## config.mk

```make
export PLATFORM = sky130hd
export DESIGN_NAME = hazard3_uart_dtm_cmd_seq
export DESIGN_NICKNAME = d
export VERILOG_FILES = /design/src/rtl/hazard3_uart_dtm_pkg.sv /design/src/rtl/hazard3_uart_dtm_cmd_seq.sv
export SDC_FILE = /design/constraint.sdc
export NUM_CORES = 1
export LEC_CHECK = 0
export ABC_AREA = 1
export CORE_AREA = 2 2 96 98
export DETAILED_ROUTE_END_ITERATION = 10
export DIE_AREA = 0 0 98 100
export PLACE_DENSITY = 0.75
export SYNTH_ARGS = -nofsm -noshare
export SYNTH_HDL_FRONTEND = slang
export SYNTH_SLANG_ARGS = --single-unit
```

## constraint.sdc

```tcl
create_clock -name clk -period 1.35 [get_ports clk]
set_clock_uncertainty 0.05 [all_clocks]
set_input_delay 0.135 -clock clk [delete_from_list [all_inputs] [get_ports clk]]
set_output_delay 0.135 -clock clk [all_outputs]
set_load 0.02 [all_outputs]
```

## src/rtl/hazard3_uart_dtm_pkg.sv

```systemverilog
`default_nettype none
// ============================================================================
// Module      : hazard3_uart_dtm_pkg
// Description : Shared opcodes, status bytes and FSM state encoding for the
//               UART DTM command sequencer.
// Revision    : 1.0 - initial release
// ============================================================================
package hazard3_uart_dtm_pkg;

    localparam logic [7:0] CMD_READ  = 8'h01;
    localparam logic [7:0] CMD_WRITE = 8'h02;

    localparam logic [7:0] ST_OK     = 8'h00;
    localparam logic [7:0] ST_ERR    = 8'h01;

    localparam logic [2:0] S_OPC     = 3'd0;
    localparam logic [2:0] S_ADDR    = 3'd1;
    localparam logic [2:0] S_WDATA   = 3'd2;
    localparam logic [2:0] S_REQ     = 3'd3;
    localparam logic [2:0] S_WAIT    = 3'd4;
    localparam logic [2:0] S_TXD     = 3'd5;
    localparam logic [2:0] S_TXS     = 3'd6;

endpackage
`default_nettype wire

```

## src/rtl/hazard3_uart_dtm_cmd_seq.sv

```systemverilog
`default_nettype none
// ============================================================================
// Module      : hazard3_uart_dtm_cmd_seq
// Description : Turns RX FIFO command bytes into DMI requests and streams the
//               DMI response back into the TX FIFO. Optional idle abort of
//               partial commands via HAZARD3_UART_DTM_IDLE_TIMEOUT_EN.
// Revision    : 1.0 - initial release
// ============================================================================
module hazard3_uart_dtm_cmd_seq
    import hazard3_uart_dtm_pkg::*;
#(
    parameter int ABITS          = 8,
    parameter int TIMEOUT_CYCLES = 65535
) (
    input  logic             clk,
    input  logic             rst_n,

    input  logic [7:0]       rx_rdata,
    input  logic             rx_rvld,
    output logic             rx_rrdy,

    output logic [7:0]       tx_wdata,
    output logic             tx_wvld,
    input  logic             tx_wrdy,

    output logic             dmi_req_vld,
    input  logic             dmi_req_rdy,
    output logic             dmi_req_write,
    output logic [ABITS-1:0] dmi_req_addr,
    output logic [31:0]      dmi_req_wdata,
    input  logic             dmi_resp_vld,
    input  logic [31:0]      dmi_resp_rdata,
    input  logic             dmi_resp_err,

    output logic             busy
);

    localparam logic [15:0] C_TIMEOUT = TIMEOUT_CYCLES[15:0];

    logic [2:0]  r_state;
    logic [1:0]  r_cnt;
    logic [23:0] r_resp;
    logic        r_err;

    logic        w_pop;
    logic        w_push;
    logic        w_rx_state;
    logic        w_timeout;

    assign w_pop      = rx_rvld && rx_rrdy;
    assign w_push     = tx_wvld && tx_wrdy;
    assign w_rx_state = (r_state == S_ADDR) || (r_state == S_WDATA);

`ifdef HAZARD3_UART_DTM_IDLE_TIMEOUT_EN
    logic [15:0] r_to_cnt;

    assign w_timeout = w_rx_state && (r_to_cnt == C_TIMEOUT);

    always_ff @(posedge clk or negedge rst_n) begin
        if (!rst_n) begin
            r_to_cnt <= 16'd0;
        end else if (w_pop || (r_state == S_OPC) || w_timeout) begin
            r_to_cnt <= 16'd0;
        end else if (w_rx_state && !rx_rvld && (r_to_cnt != 16'hffff)) begin
            r_to_cnt <= r_to_cnt + 16'd1;
        end
    end
`else
    logic w_unused_timeout;

    assign w_timeout        = 1'b0;
    assign w_unused_timeout = ^C_TIMEOUT;
`endif

    always_ff @(posedge clk or negedge rst_n) begin
        if (!rst_n) begin
            r_state       <= S_OPC;
            r_cnt         <= 2'd0;
            r_resp        <= 24'd0;
            r_err         <= 1'b0;
            rx_rrdy       <= 1'b0;
            tx_wvld       <= 1'b0;
            tx_wdata      <= 8'h00;
            dmi_req_vld   <= 1'b0;
            dmi_req_write <= 1'b0;
            dmi_req_addr  <= '0;
            dmi_req_wdata <= 32'd0;
            busy          <= 1'b0;
        end else begin
            case (r_state)
                S_OPC: begin
                    rx_rrdy <= 1'b1;
                    // Unknown opcodes are consumed silently so the host can resync
                    if (w_pop && ((rx_rdata == CMD_READ) || (rx_rdata == CMD_WRITE))) begin
                        dmi_req_write <= (rx_rdata == CMD_WRITE);
                        r_state       <= S_ADDR;
                        busy          <= 1'b1;
                    end
                end
                S_ADDR: begin
                    if (w_pop) begin
                        dmi_req_addr <= rx_rdata[ABITS-1:0];
                        r_cnt        <= 2'd0;
                        if (dmi_req_write) begin
                            r_state <= S_WDATA;
                        end else begin
                            r_state     <= S_REQ;
                            rx_rrdy     <= 1'b0;
                            dmi_req_vld <= 1'b1;
                        end
                    end else if (w_timeout) begin
                        r_state <= S_OPC;
                        busy    <= 1'b0;
                    end
                end
                S_WDATA: begin
                    if (w_pop) begin
                        // LSB-first bytes shift down so d0 lands in [7:0] after four pops
                        dmi_req_wdata <= {rx_rdata, dmi_req_wdata[31:8]};
                        r_cnt         <= r_cnt + 2'd1;
                        if (r_cnt == 2'd3) begin
                            r_state     <= S_REQ;
                            rx_rrdy     <= 1'b0;
                            dmi_req_vld <= 1'b1;
                        end
                    end else if (w_timeout) begin
                        r_state <= S_OPC;
                        busy    <= 1'b0;
                    end
                end
                S_REQ: begin
                    if (dmi_req_rdy) begin
                        dmi_req_vld <= 1'b0;
                        r_state     <= S_WAIT;
                    end
                end
                S_WAIT: begin
                    if (dmi_resp_vld) begin
                        r_err   <= dmi_resp_err;
                        r_resp  <= dmi_resp_rdata[31:8];
                        r_cnt   <= 2'd0;
                        tx_wvld <= 1'b1;
                        if (dmi_req_write) begin
                            tx_wdata <= dmi_resp_err ? ST_ERR : ST_OK;
                            r_state  <= S_TXS;
                        end else begin
                            tx_wdata <= dmi_resp_rdata[7:0];
                            r_state  <= S_TXD;
                        end
                    end
                end
                S_TXD: begin
                    if (w_push) begin
                        r_cnt  <= r_cnt + 2'd1;
                        r_resp <= {8'h00, r_resp[23:8]};
                        if (r_cnt == 2'd3) begin
                            tx_wdata <= r_err ? ST_ERR : ST_OK;
                            r_state  <= S_TXS;
                        end else begin
                            tx_wdata <= r_resp[7:0];
                        end
                    end
                end
                S_TXS: begin
                    if (w_push) begin
                        tx_wvld <= 1'b0;
                        rx_rrdy <= 1'b1;
                        busy    <= 1'b0;
                        r_state <= S_OPC;
                    end
                end
                default: begin
                    r_state     <= S_OPC;
                    rx_rrdy     <= 1'b1;
                    tx_wvld     <= 1'b0;
                    dmi_req_vld <= 1'b0;
                    busy        <= 1'b0;
                end
            endcase
        end
    end

endmodule
`default_nettype wire

```

## Word-level counts from Yosys, hierarchy flattened

Cells that the tools add are included.

| operators by class | value |
|---|---|
| add/sub/neg operators | 1 |
| equality and inequality tests | 19 |
| muxes and demuxes | 44 |
| bitwise operators | 4 |
| reduce and logical (&&, ||, !) cells | 22 |

Operators with widths:

| kind | count |
|---|---|
| $mux W24 | 2 |
| $pmux W24 S2 | 1 |
| $mux W8 | 4 |
| $mux W3 | 9 |
| $pmux W3 S7 | 1 |
| $ne A2 B2 Y1 const B | 9 |
| $mux W1 | 16 |
| $pmux W8 S2 | 1 |
| $reduce_and A6 Y1 | 2 |
| $mux W2 | 5 |
| $reduce_or A5 Y1 | 2 |
| $eq A3 B3 Y1 const B | 3 |
| $reduce_and A3 Y1 | 3 |
| $reduce_and A9 Y1 | 1 |
| $eq A8 B1 Y1 const B | 1 |
| $eq A8 B2 Y1 const B | 1 |
| $pmux W1 S4 | 2 |
| $pmux W2 S4 | 1 |
| $reduce_and A2 Y1 | 4 |
| $eq A3 B2 Y1 const B | 2 |
| $pmux W1 S3 | 2 |
| $reduce_and A5 Y1 | 1 |
| $not A1 Y1 | 4 |
| $reduce_bool A4 Y1 | 1 |
| 10 further kinds | 12 |

| word-level totals | value |
|---|---|
| bits in registers | 83 |
| output and inout bits | 53 |
| logic and storage cells | 102 |

## Depth between registers and ports, before layout

Gate-level depths: netlist (run 1).

| depth | value |
|---|---|
| depth in word-level cells | 5 |
| depth in mapped cells | 10 |

## Worst setup path before layout (run 1)

OpenSTA, ideal clock, no wires.

| timing path | value |
|---|---|
| path type | reg2reg |
| start | reg r_state[0] |
| end | reg r_resp[10] |
| setup time | 130 ps |
| arrival | 1,281 ps |
| data required time | 1,170 ps |
| setup slack | -112 ps |
| stages on the path, launching flop included | 9 |
| buffers on the path | 2 |
| clock period less this slack | 1,462 ps |
| cells stage by stage | dfrtp_1 buf_4 nor2_2 nand2_1 nand2_1 inv_2 nor2_8 clkbuf_2 o21ai_0 |

| on the way | value |
|---|---|
| cells in the longest elaborated chain, start to end | 3 |
| elaborated cells on any way between the ends | 7 |
| those cells by class | eq/ne (4); mux (1); reduce/logical (2) |

RTL lines:

| what | RTL line | source |
|---|---|---|
| from (decl) | hazard3_uart_dtm_cmd_seq.sv:40 | `logic [2:0] r_state;` |
| from (signal assigned) | hazard3_uart_dtm_cmd_seq.sv:77 | `r_state <= S_OPC;` |
| from (signal assigned) | hazard3_uart_dtm_cmd_seq.sv:96 | `r_state <= S_ADDR;` |
| from (signal assigned) | hazard3_uart_dtm_cmd_seq.sv:105 | `r_state <= S_WDATA;` |
| $eq A3 B3 Y1 | hazard3_uart_dtm_cmd_seq.sv:90 | `case (r_state)` |
| $ne A2 B2 Y1 (no line) or $reduce_bool A2 Y1 (tied branches) | -- |  |
| $reduce_and A3 Y1 (no line) | -- |  |
| to (signal assigned) | hazard3_uart_dtm_cmd_seq.sv:140 | `r_resp <= dmi_resp_rdata[31:8];` |
| to (signal assigned) | hazard3_uart_dtm_cmd_seq.sv:155 | `r_resp <= {8'h00, r_resp[23:8]};` |
| to (decl) | hazard3_uart_dtm_cmd_seq.sv:42 | `logic [23:0] r_resp;` |

Several ways; a longest one is shown, not always the timed one.
A chain may end at the register's enable or synchronous reset.

## Worst setup path after layout (run 1)

| timing path | value |
|---|---|
| start | reg r_state[2] |
| end | reg r_cnt[1] |

| on the way | value |
|---|---|
| cells in the longest elaborated chain, start to end | 3 |
| elaborated cells on any way between the ends | 11 |
| those cells by class | eq/ne (8); mux (1); reduce/logical (2) |

RTL lines:

| what | RTL line | source |
|---|---|---|
| $eq A3 B1 Y1 (tied with other cells) | hazard3_uart_dtm_cmd_seq.sv:90 |  |
| $reduce_bool A4 Y1 (no line) or $ne A2 B2 Y1 (tied branches) | -- |  |
| $reduce_and A5 Y1 (no line) | -- |  |
| to (signal assigned) | hazard3_uart_dtm_cmd_seq.sv:120 | `r_cnt <= r_cnt + 2'd1;` |
| to (signal assigned) | hazard3_uart_dtm_cmd_seq.sv:154 | `r_cnt <= r_cnt + 2'd1;` |
| to (decl) | hazard3_uart_dtm_cmd_seq.sv:41 | `logic [1:0] r_cnt;` |

Several ways; a longest one is shown, not always the timed one.

==> results.json, run 1 <==
{
  "cts_tree": "yes",
  "fin_crit_ps": 1660,
  "vdd_drop_max_uv": 932,
  "core_area_um2": 8890,
  "startpoint": "r_state[2]",
  "stdcell_area_um2": 6330,
  "grt_pass1_wl_mm": 18.3,
  "cts_root_buffer": "clkbuf_8",
  "dp.cells": 689,
  "final_antenna_net_count": 0,
  "antenna_cells": 0,
  "synth_seq_cells": 83,
  "cts_buffers": 9,
  "synth_warnings": 0,
  "path_class": "flop to flop",
  "dr.pass1.iters": 4,
  "final_cells": 727,
  "fp.dieArea_um2": 9800,
  "post_dp_cell_area_um2": 5370,
  "max_freq_mhz": 601,
  "fin_crit_sh_pct": 123,
  "ios": 100,
  "vias": 3710,
  "area_delta_synth_final_pct": 68.0,
  "critPathArrivalTime_ps": 1860,
  "overflow": 0,
  "violations": "negative setup slack",
  "synth_cell_type_count": 27,
  "worstSkewPairLatency_ps": 360,
  "endpoint_kind": "flop",
  "ys_seq_area_share_pct": 55.1,
  "core.rowCount": 35,
  "htreeDepth": 3,
  "hold_class": "input port to asynchronous set/reset pin",
  "p_leak_nw": 3.05,
  "synth_area_leader_cell": "dfrtp_1",
  "regArea_um2": 2080,
  "syn_avg_cell_area_um2": 8.63,
  "fin_hold_ws_ps": 212,
  "place_congestion": 0.860,
  "slew_headroom_pct": 71.9,
  "yosys.area.top_type_share_pct": 55.1,
  "grt_setup_unrepaired": "yes",
  "run_status": "finished with violations",
  "post_drt_wl_per_cell_um": 15.9,
  "finalHoldViolations": 0,
  "fin_nets": 659,
  "setup_slack_ps": -314,
  "critPathLaunchType": "flop",
  "antenna_found_initial": 0,
  "n_fill_cell": 632,
  "grt_pass1_vias": 3822,
  "p_per_area_nw_per_um2": 2250,
  "synth_fp_nets": 485,
  "setup_viol": 81,
  "drc": 0,
  "cap_violations": 0,
  "syn_inst": 437,
  "drtIter0Drc": 155,
  "dp_hpwl_mm": 7.07,
  "netlist_area_um2": 3770,
  "place_ws_ps": -320,
  "clk_path_buf_depth": 2,
  "finalMaxSlewViolations": 0,
  "reg2reg_from": "r_state[2]",
  "drive_gt1_share_pct": 36.2,
  "yosys-top-cells-area": "dfrtp_1 (55%), nand2_1 (11%), o21ai_0 (7.8%)",
  "wl_mm": 11.5,
  "track_usage_pct": 23.3,
  "clk_pin_slew_ps": 90,
  "grt_max_degree": 31,
  "avgViaCountPerCell": 5.10,
  "io_buffers": 99,
  "clock-sinks": 83,
  "multiInputGateArea_um2": 1840,
  "die_h_um": 100,
  "start_util_pct": 42.4,
  "path_max_fanout": 5,
  "worst_pin_slew_ps": 422,
  "crit_required_ps": 1540,
  "die_width_um": 98
}
[registers in the layout, indices dropped and copies added, names as in the netlist, 2 cells and up]
signal / flops
dmi_req_wdata: 32
r_resp: 24
dmi_req_addr: 8
tx_wdata: 8
r_state: 3
r_cnt: 2
[area by class of cell]
cell class | count | area share (%)
multi-input cells | 275 | 29.0
inverters | 59 | 3.81
repair buffers | 183 | 28.9
well taps | 111 | 2.19
clock buffers | 11 | 2.23
clock inverters | 5 | 0.988
flip-flops and latches | 83 | 32.9
[power breakdown]
group	switching, mW	internal (mW)	leakage (nW)
logic	4.38	3.60	1.92
registers	0.822	3.62	1.04
clock network	0.930	0.913	0.0957
[cells in the mapped netlist (all sizes together)]
library cell / count
nand2: 108
dfrtp: 83
o21ai: 64
inv: 59
nor2: 31
nand3: 29
o211ai: 15
buf: 13
a21oi: 11
mux2: 8
clkbuf: 7
nand4: 5
a21boi: 1
ha: 1
nor3: 1
o22ai: 1
[layer usage]
layer / vias up / GRT usage (%) / wire length (um)
met4: 0 / 9.08 / 269
met1: 1788 / 27.8 / 4560
met5: - / 0 / 0
met2: 129 / 42.5 / 6140
li1: 1765 / - / -
met3: 28 / 3.69 / 556
[critical path: stages, from the launching register on]
cell     delay [ps]
dfrtp_2         490
buf_4           180
nand3_2          90
nand2_4          80
buf_4           150
nor2_4          190
inv_2            90
o21ai_1         160
nand2_2          60
[layout by cell type (no fill, tap or decap), types with 10 or more instances in the layout]
cell             instances
dlygate4sd2_1           44
nand3_2                 12
buf_6                   22
clkbuf_8                10
nor2_1                  11
nand3_1                 11
dfrtp_1                 78
nand2_1                 69
nand2_2                 28
o211ai_1                15
o21ai_0                 18
nand2_4                 11
o21ai_2                 13
buf_4                   47
clkdlybuf4s50_1         45
inv_1                   51
nor2_4                  15
o21ai_1                 32
[cells by family (layout without fill, tap and decap cells)]
group / after synthesis / after routing / synth area share [%]
AND/OR/NAND/NOR: 174 / 174 / 20.0
flip-flops: 83 / 83 / 55.1
multiplexers: 8 / 8 / 2.39
buffers and inverters: 79 / 258 / 8.89
AO/OA/AOI/OAI: 92 / 92 / 13.3
adder cells (fa/ha/maj): 1 / 1 / 0.332
[through the flow]
| step | total power [mW] | util, % | TNS [ps] |
|---|---|---|---|
| after global routing | 15.1 | 71.3 | -21760 |
| after floorplan | 7.70 | - | -914 |
| after CTS | 13.5 | 69.1 | -13290 |
| after detailed placement | 10.7 | 60.4 | -19300 |
| final | 14.3 | 71.3 | -16520 |
| after global placement | 10.5 | 60.4 | -18540 |
[final timing paths]
check	endpoint	slack [ps]	depth (start not counted)
max	r_cnt[1]	-310	8
min	busy	210	2
max reg2reg	r_cnt[1]	-310	8
min reg2reg	tx_wdata[4]	430	2
max in group asynchronous	tx_wdata[6]	520	3
min in group clk	r_resp[16]	300	3
[what timing repair did]
item	4_1_cts	5_1_grt
pin swaps	24	19
setup endpoints to repair	135	90
hold endpoints to repair	29	0
buffers inserted	14	5
gates resized for setup	173	90
hold buffers	1	0
cloned	7	0
Note: power is estimated with default switching activity, not from simulation.
==> run 2, diff against run 1 <==
--- a/config.mk
+++ b/config.mk
@@ -5,11 +5,11 @@
 export SDC_FILE = /design/constraint.sdc
 export NUM_CORES = 1
 export LEC_CHECK = 0
-export ABC_AREA = 1
-export CORE_AREA = 2 2 96 98
+export ABC_AREA = 0
+export CORE_AREA = 2 2 95 97
 export DETAILED_ROUTE_END_ITERATION = 10
-export DIE_AREA = 0 0 98 100
-export PLACE_DENSITY = 0.75
+export DIE_AREA = 0 0 97 99
+export PLACE_DENSITY = 0.76
 export SYNTH_ARGS = -nofsm -noshare
 export SYNTH_HDL_FRONTEND = slang
 export SYNTH_SLANG_ARGS = --single-unit
==> run 2 against run 1 <==
Critical endpoint is now dmi_req_wdata[4]. Final cell count fell by 16%. Non-clock buffer count shrank 6. Critical path type unchanged. The flow still finishes with violations (negative setup slack). Sequential share of layout area decreased by 0.37 points. Design area grew 1.1%. Sequential cell count stayed put. Largest power group unchanged.
==> results.json, run 2 <==
{
  "stdcell_area_um2": 6400,
  "clk_path_buf_depth": 2,
  "drive_gt1_share_pct": 45.4,
  "overflow": 0,
  "ys_seq_area_share_pct": 56.3,
  "synth_area_leader_cell": "dfrtp_1",
  "hold_class": "input port to asynchronous set/reset pin",
  "final_common_cell": "dfrtp_1",
  "synth_cell_type_count": 41,
  "fp.dieArea_um2": 9600,
  "worst-r2r-cell-count": 6,
  "grt_setup_unrepaired": "yes",
  "vdd_drop_max_uv": 1280,
  "grt_pass1_vias": 3480,
  "finalHoldViolations": 0,
  "p_per_area_nw_per_um2": 2250,
  "critPathLaunchType": "flop",
  "p_leak_nw": 3.00,
  "place_congestion": 0.840,
  "drc": 0,
  "worst_pin_slew_ps": 311,
  "wl_mm": 12.2,
  "slew_headroom_pct": 78.7,
  "cpMostUsedCell": "buf_6",
  "cts_tree": "yes",
  "cap_violations": 0,
  "start_util_pct": 43.2,
  "path_max_fanout": 8,
  "reg2reg_from": "r_state[1]",
  "reg.largest.list": "dmi_req_wdata x32, r_resp x24",
  "drtIter0Drc": 177,
  "power.total_mw": 14.4,
  "synth_warnings": 0,
  "core.rowCount": 34,
  "path_class": "flop to flop",
  "dr.pass1.iters": 4,
  "synth_most_common_cell": "dfrtp_1",
  "slowest_stage": "dfrtp_2",
  "post_dp_cell_area_um2": 5260,
  "area_delta_synth_final_pct": 73.5,
  "layout_common_cells": "dfrtp_1 (79), dlygate4sd2_1 (54), clkdlybuf4s50_1 (41)",
  "final_antenna_net_count": 0,
  "avgViaCountPerCell": 5.39,
  "dp_hpwl_mm": 6.64,
  "yosys.area.top_type_share_pct": 56.3,
  "run_status": "finished with violations",
  "crit_path_max_incr_delay_ps": 490,
  "cts_buffers": 9,
  "yosys-top-cells-count": "dfrtp_1 (83), nand2_1 (48), mux2_2 (42)",
  "setup_viol": 83,
  "grt_max_degree": 41,
  "synth_seq_cells": 83,
  "fin_crit_sh_pct": 127,
  "final.setup.tns_ps": -23020,
  "antenna_found_initial": 0,
  "htreeDepth": 3,
  "synth_ff_type": "dfrtp_1",
  "regArea_um2": 2080,
  "ios": 100,
  "crit_required_ps": 1550,
  "yosys-top-cells-area": "dfrtp_1 (56%), mux2_2 (13%), nand2_1 (4.9%)",
  "critPathArrivalTime_ps": 1920,
  "netlist_area_um2": 3690,
  "clock-sinks": 83,
  "die_h_um": 99,
  "synthArstFlopShare_pct": 100,
  "worstSkewPairLatency_ps": 370,
  "fin_nets": 543,
  "crit_chain": "buf_6, nand2b_4, nor3_4, buf_6, clkbuf_16, mux2_2",
  "grt_pass1_wl_mm": 18.5,
  "syn_inst": 325,
  "endpoint_kind": "flop",
  "synth_edf_count": 0,
  "clk_pin_slew_ps": 100,
  "finalMaxSlewViolations": 0,
  "top_register": "dmi_req_wdata",
  "die_width_um": 97,
  "vias": 3280,
  "post_drt_wl_per_cell_um": 20.0,
  "setup_slack_ps": -367,
  "largest_reg_flops": 32,
  "violations": "negative setup slack",
  "cts_root_buffer": "clkbuf_8",
  "multiInputGateArea_um2": 2100,
  "fin_crit_ps": 1720,
  "core_area_um2": 8550,
  "startpoint": "r_state[1]",
  "n_fill_cell": 516,
  "antenna_cells": 0,
  "max_freq_mhz": 583,
  "track_usage_pct": 24.5,
  "synth_fp_nets": 373,
  "io_buffers": 99,
  "syn_avg_cell_area_um2": 11.4
}
## run 2: cell count changes in the layout (fill, tap and decap cells not counted), sizes merged, moves of 11 or more
| cell | before | now |
|---|---|---|
| nand2 | 108 | 49 |
| o211ai | 15 | 0 |
| o21ai | 64 | 28 |
| nand3 | 29 | 13 |
| nor2 | 31 | 20 |
| inv | 59 | 7 |
| mux2 | 8 | 42 |
| mux2i | 0 | 17 |
## run 2: cell families after synthesis
logic type | count (synthesis) | share of synthesized area (%)
buf+inv | 22 | 3.15
simple gates | 102 | 12.9
xor+xnor | 1 | 0.237
fa+ha+maj | 1 | 0.339
flops | 83 | 56.3
compound gates | 57 | 9.69
mux | 59 | 17.4
## run 2: path summary, 6_finish.rpt
kind | to | slack, ps
setup / recovery | dmi_req_wdata[4] | -370
min in group clk | dmi_req_wdata[26] | 140
setup reg to reg | dmi_req_wdata[4] | -370
hold / removal | dmi_req_wdata[5] | 130
max in group asynchronous | r_state[1] | 640
hold reg to reg | r_resp[22] | 430
## run 2: layout make-up
cell class | instances | share of cell area, %
Clock buffer | 9 | 1.93
Timing Repair Buffer | 177 | 29.4
Multi-Input combinational cell | 221 | 32.9
Tap cell | 108 | 2.11
Inverter | 3 | 0.195
Sequential cell | 83 | 32.5
Clock inverter | 7 | 0.997
## run 2: metal layers
metal | global-route usage, % | wire length, um | share of wire, % | up-vias
met5 | 0 | 0 | 0 | -
met4 | 8.02 | 316 | 2.6 | 0
met3 | 4.18 | 486 | 4.0 | 25
met2 | 43.2 | 6450 | 53 | 108
met1 | 30.8 | 4920 | 40 | 1666
li1 | - | - | - | 1481
## run 2: worst max-delay path: cells and delay by family, from the launching register on
kind                   cells  cell delay [ps]
AND/OR/NAND/NOR            2              270
flip-flops                 1              490
buffers and inverters      3              460
multiplexers               1              330
## run 2: report_power, final
| part | leakage (nW) | internal [mW] | switching, mW |
|---|---|---|---|
| Clock | 0.0907 | 0.714 | 1.06 |
| Combinational | 1.89 | 4.16 | 3.97 |
| Sequential | 1.03 | 3.63 | 0.909 |
## run 2: per-stage QoR
step | worst slack (ps) | hold slack, ps | utilization, % | std cells
after floorplan | -168 | -211 | - | 325
after global placement | -577 | -46.1 | 61.5 | 558
after detailed placement | -637 | -47.6 | 61.5 | 558
after CTS | -279 | 103 | 71.4 | 602
after global routing | -388 | 130 | 74.9 | 608
final | -367 | 129 | 74.9 | 608
## run 2: repair_timing
item / in CTS / in global routing
gates resized for setup: 172 / 56
pin swaps: 32 / 19
hold buffers: 1 / 0
setup buffers: 20 / 5
gates cloned: 8 / 2
endpoints found under the hold margin: 83 / 0
endpoints found under the setup margin: 135 / 83
==> run 3, diff against run 2 <==
--- a/config.mk
+++ b/config.mk
@@ -10,6 +10,8 @@
 export DETAILED_ROUTE_END_ITERATION = 10
 export DIE_AREA = 0 0 97 99
 export PLACE_DENSITY = 0.76
+export RECOVER_POWER = 25
+export REMOVE_ABC_BUFFERS = 1
 export SYNTH_ARGS = -nofsm -noshare
 export SYNTH_HDL_FRONTEND = slang
 export SYNTH_SLANG_ARGS = --single-unit
==> run 3 against run 2 <==
The run still ends with negative setup slack left. Utilization decreased by 3.2 points. First-iteration DRC count decreased by 12%. Die area unchanged. Clock-buffer cell count unchanged. Sequential share of layout area increased by 1.4 points. Hold slack got worse by 19 ps. Fmax increased by 2.5%. Sequential power about the same. Total power decreased by 4.7%. Design area decreased by 4.3%. Register-to-register slack improved by 40 ps. Non-clock buffer count decreased by 11. Largest cell class is now registers.
==> results.json, run 3 (same netlist as run 2, synthesis figures left out) <==
{
  "r2r_slack_ps": -330,
  "worstReg2RegEnd": "dmi_req_write",
  "max_freq_mhz": 597,
  "final_common_cell": "dfrtp_1",
  "start_util_pct": 43.2,
  "clk_path_buf_depth": 2,
  "met2_length_mm": 5.92,
  "area_delta_synth_final_pct": 66.0,
  "met1Wirelength_mm": 5.00,
  "clock-sinks": 83,
  "finalMaxSlewViolations": 0,
  "grt_max_degree": 31,
  "wl_mm": 11.7,
  "met3_length_um": 493,
  "p_leak_nw": 2.92,
  "path_max_fanout": 7,
  "cts_buffers": 9,
  "drc": 0,
  "worst-r2r-cell-count": 6,
  "layout_common_cells": "dfrtp_1 (80), dlygate4sd2_1 (52), nand2_1 (44)",
  "top_layer": "met4",
  "run_status": "finished with violations",
  "utilization_pct": 71.6,
  "final_antenna_net_count": 0,
  "fp.dieArea_um2": 9600,
  "grt_pass1_wl_mm": 16.2,
  "reg2reg_from": "r_state[1]",
  "htreeDepth": 3,
  "io_buffers": 99,
  "ios": 100,
  "antenna_cells": 0,
  "hold_class": "input port to flop",
  "endpoint_kind": "flop",
  "avgViaCountPerCell": 5.40,
  "n_fill_cell": 577,
  "top_register": "dmi_req_wdata",
  "setup_viol": 83,
  "largest_reg_flops": 32,
  "drtIter0Drc": 156,
  "worstSkewPairLatency_ps": 360,
  "critPathLaunchType": "flop",
  "cts_tree": "yes",
  "p_per_area_nw_per_um2": 2250,
  "crit_required_ps": 1560,
  "path_class": "flop to flop",
  "dr.pass1.iters": 4,
  "whs_path_depth": 2,
  "grt_setup_unrepaired": "yes",
  "power.total_mw": 13.8,
  "antenna_found_initial": 0,
  "min_to": "dmi_req_wdata[28]",
  "drive_gt1_share_pct": 39.1,
  "vias": 3224,
  "final.setup.tns_ps": -18650,
  "hp-start": "rx_rdata[4]",
  "post_drt_wl_per_cell_um": 19.6,
  "clk_pin_slew_ps": 90,
  "slew_headroom_pct": 45.6,
  "core.rowCount": 34,
  "die_width_um": 97,
  "cts_root_buffer": "clkbuf_8",
  "fin_crit_ps": 1680,
  "fin_crit_sh_pct": 124,
  "track_usage_pct": 21.2,
  "critPathArrivalTime_ps": 1890,
  "violations": "negative setup slack",
  "place_ws_ps": -599,
  "overflow": 0,
  "dp_hpwl_mm": 6.59,
  "cap_violations": 0,
  "vdd_drop_max_uv": 1220,
  "setup_slack_ps": -325,
  "die_h_um": 99,
  "grt_pass1_vias": 3208,
  "reg.largest.list": "dmi_req_wdata x32, r_resp x24",
  "core_area_um2": 8550,
  "fin_nets": 532,
  "worst_pin_slew_ps": 815,
  "place_congestion": 0.837,
  "finalHoldViolations": 0,
  "startpoint": "r_state[1]"
}
## run 3: how the worst max path moves through the flow
stage                         to  cells after the start
6_report           dmi_req_write                      6
4_1_cts        dmi_req_wdata[15]                      6
2_1_floorplan           r_cnt[0]                      5
3_5_place_dp          r_state[0]                      6
3_3_place_gp       dmi_req_write                      7
5_1_grt               r_state[0]                      7
## run 3: power breakdown
group / total (mW) / internal (mW) / switching [mW]
registers: 4.52 / 3.63 / 0.882
logic: 7.39 / 3.72 / 3.67
clock network: 1.85 / 0.868 / 0.982
## run 3: area by class of cell
| type | instances | area [um2] | share of cell area (%) |
|---|---|---|---|
| multi-input combinational | 221 | 1980 | 32.4 |
| tap | 108 | 135 | 2.21 |
| clock inverter | 7 | 76.3 | 1.25 |
| clock buffer | 9 | 124 | 2.02 |
| inverter | 3 | 15.0 | 0.245 |
| sequential | 83 | 2080 | 34.0 |
| timing repair buffer | 166 | 1710 | 28.0 |
## run 3: worst max-delay path, stage by stage (launching register included)
cell and delay (ps):
dfrtp_2 520, buf_6 160, buf_4 130, nor3_1 340, nand3_1 170, a21oi_1 160, nor2_1 50
## run 3: repair_timing
action                                  in CTS  in global routing
resized for setup                          123                101
pin swaps                                   10                 21
endpoints found under the hold margin       33                  0
endpoints found under the setup margin     135                 82
hold buffers                                 1                  0
buffers inserted                             7                  8
cloned                                       3                  7
## run 3: metal layers
layer  vias to the layer above  track usage (%)
li1                       1467                -
met1                      1616             26.1
met2                       112             36.6
met3                        29             3.97
met4                         0             9.10
met5                         -                0
## run 3: through the flow
step | instances | hold slack (ps) | area, um2
global placement | 559 | 46.3 | 5170
detailed placement | 559 | 52.1 | 5170
floorplan | 306 | -211 | 3590
CTS | 585 | 92.3 | 5620
global route | 597 | 107 | 6130
finish | 597 | 110 | 6130
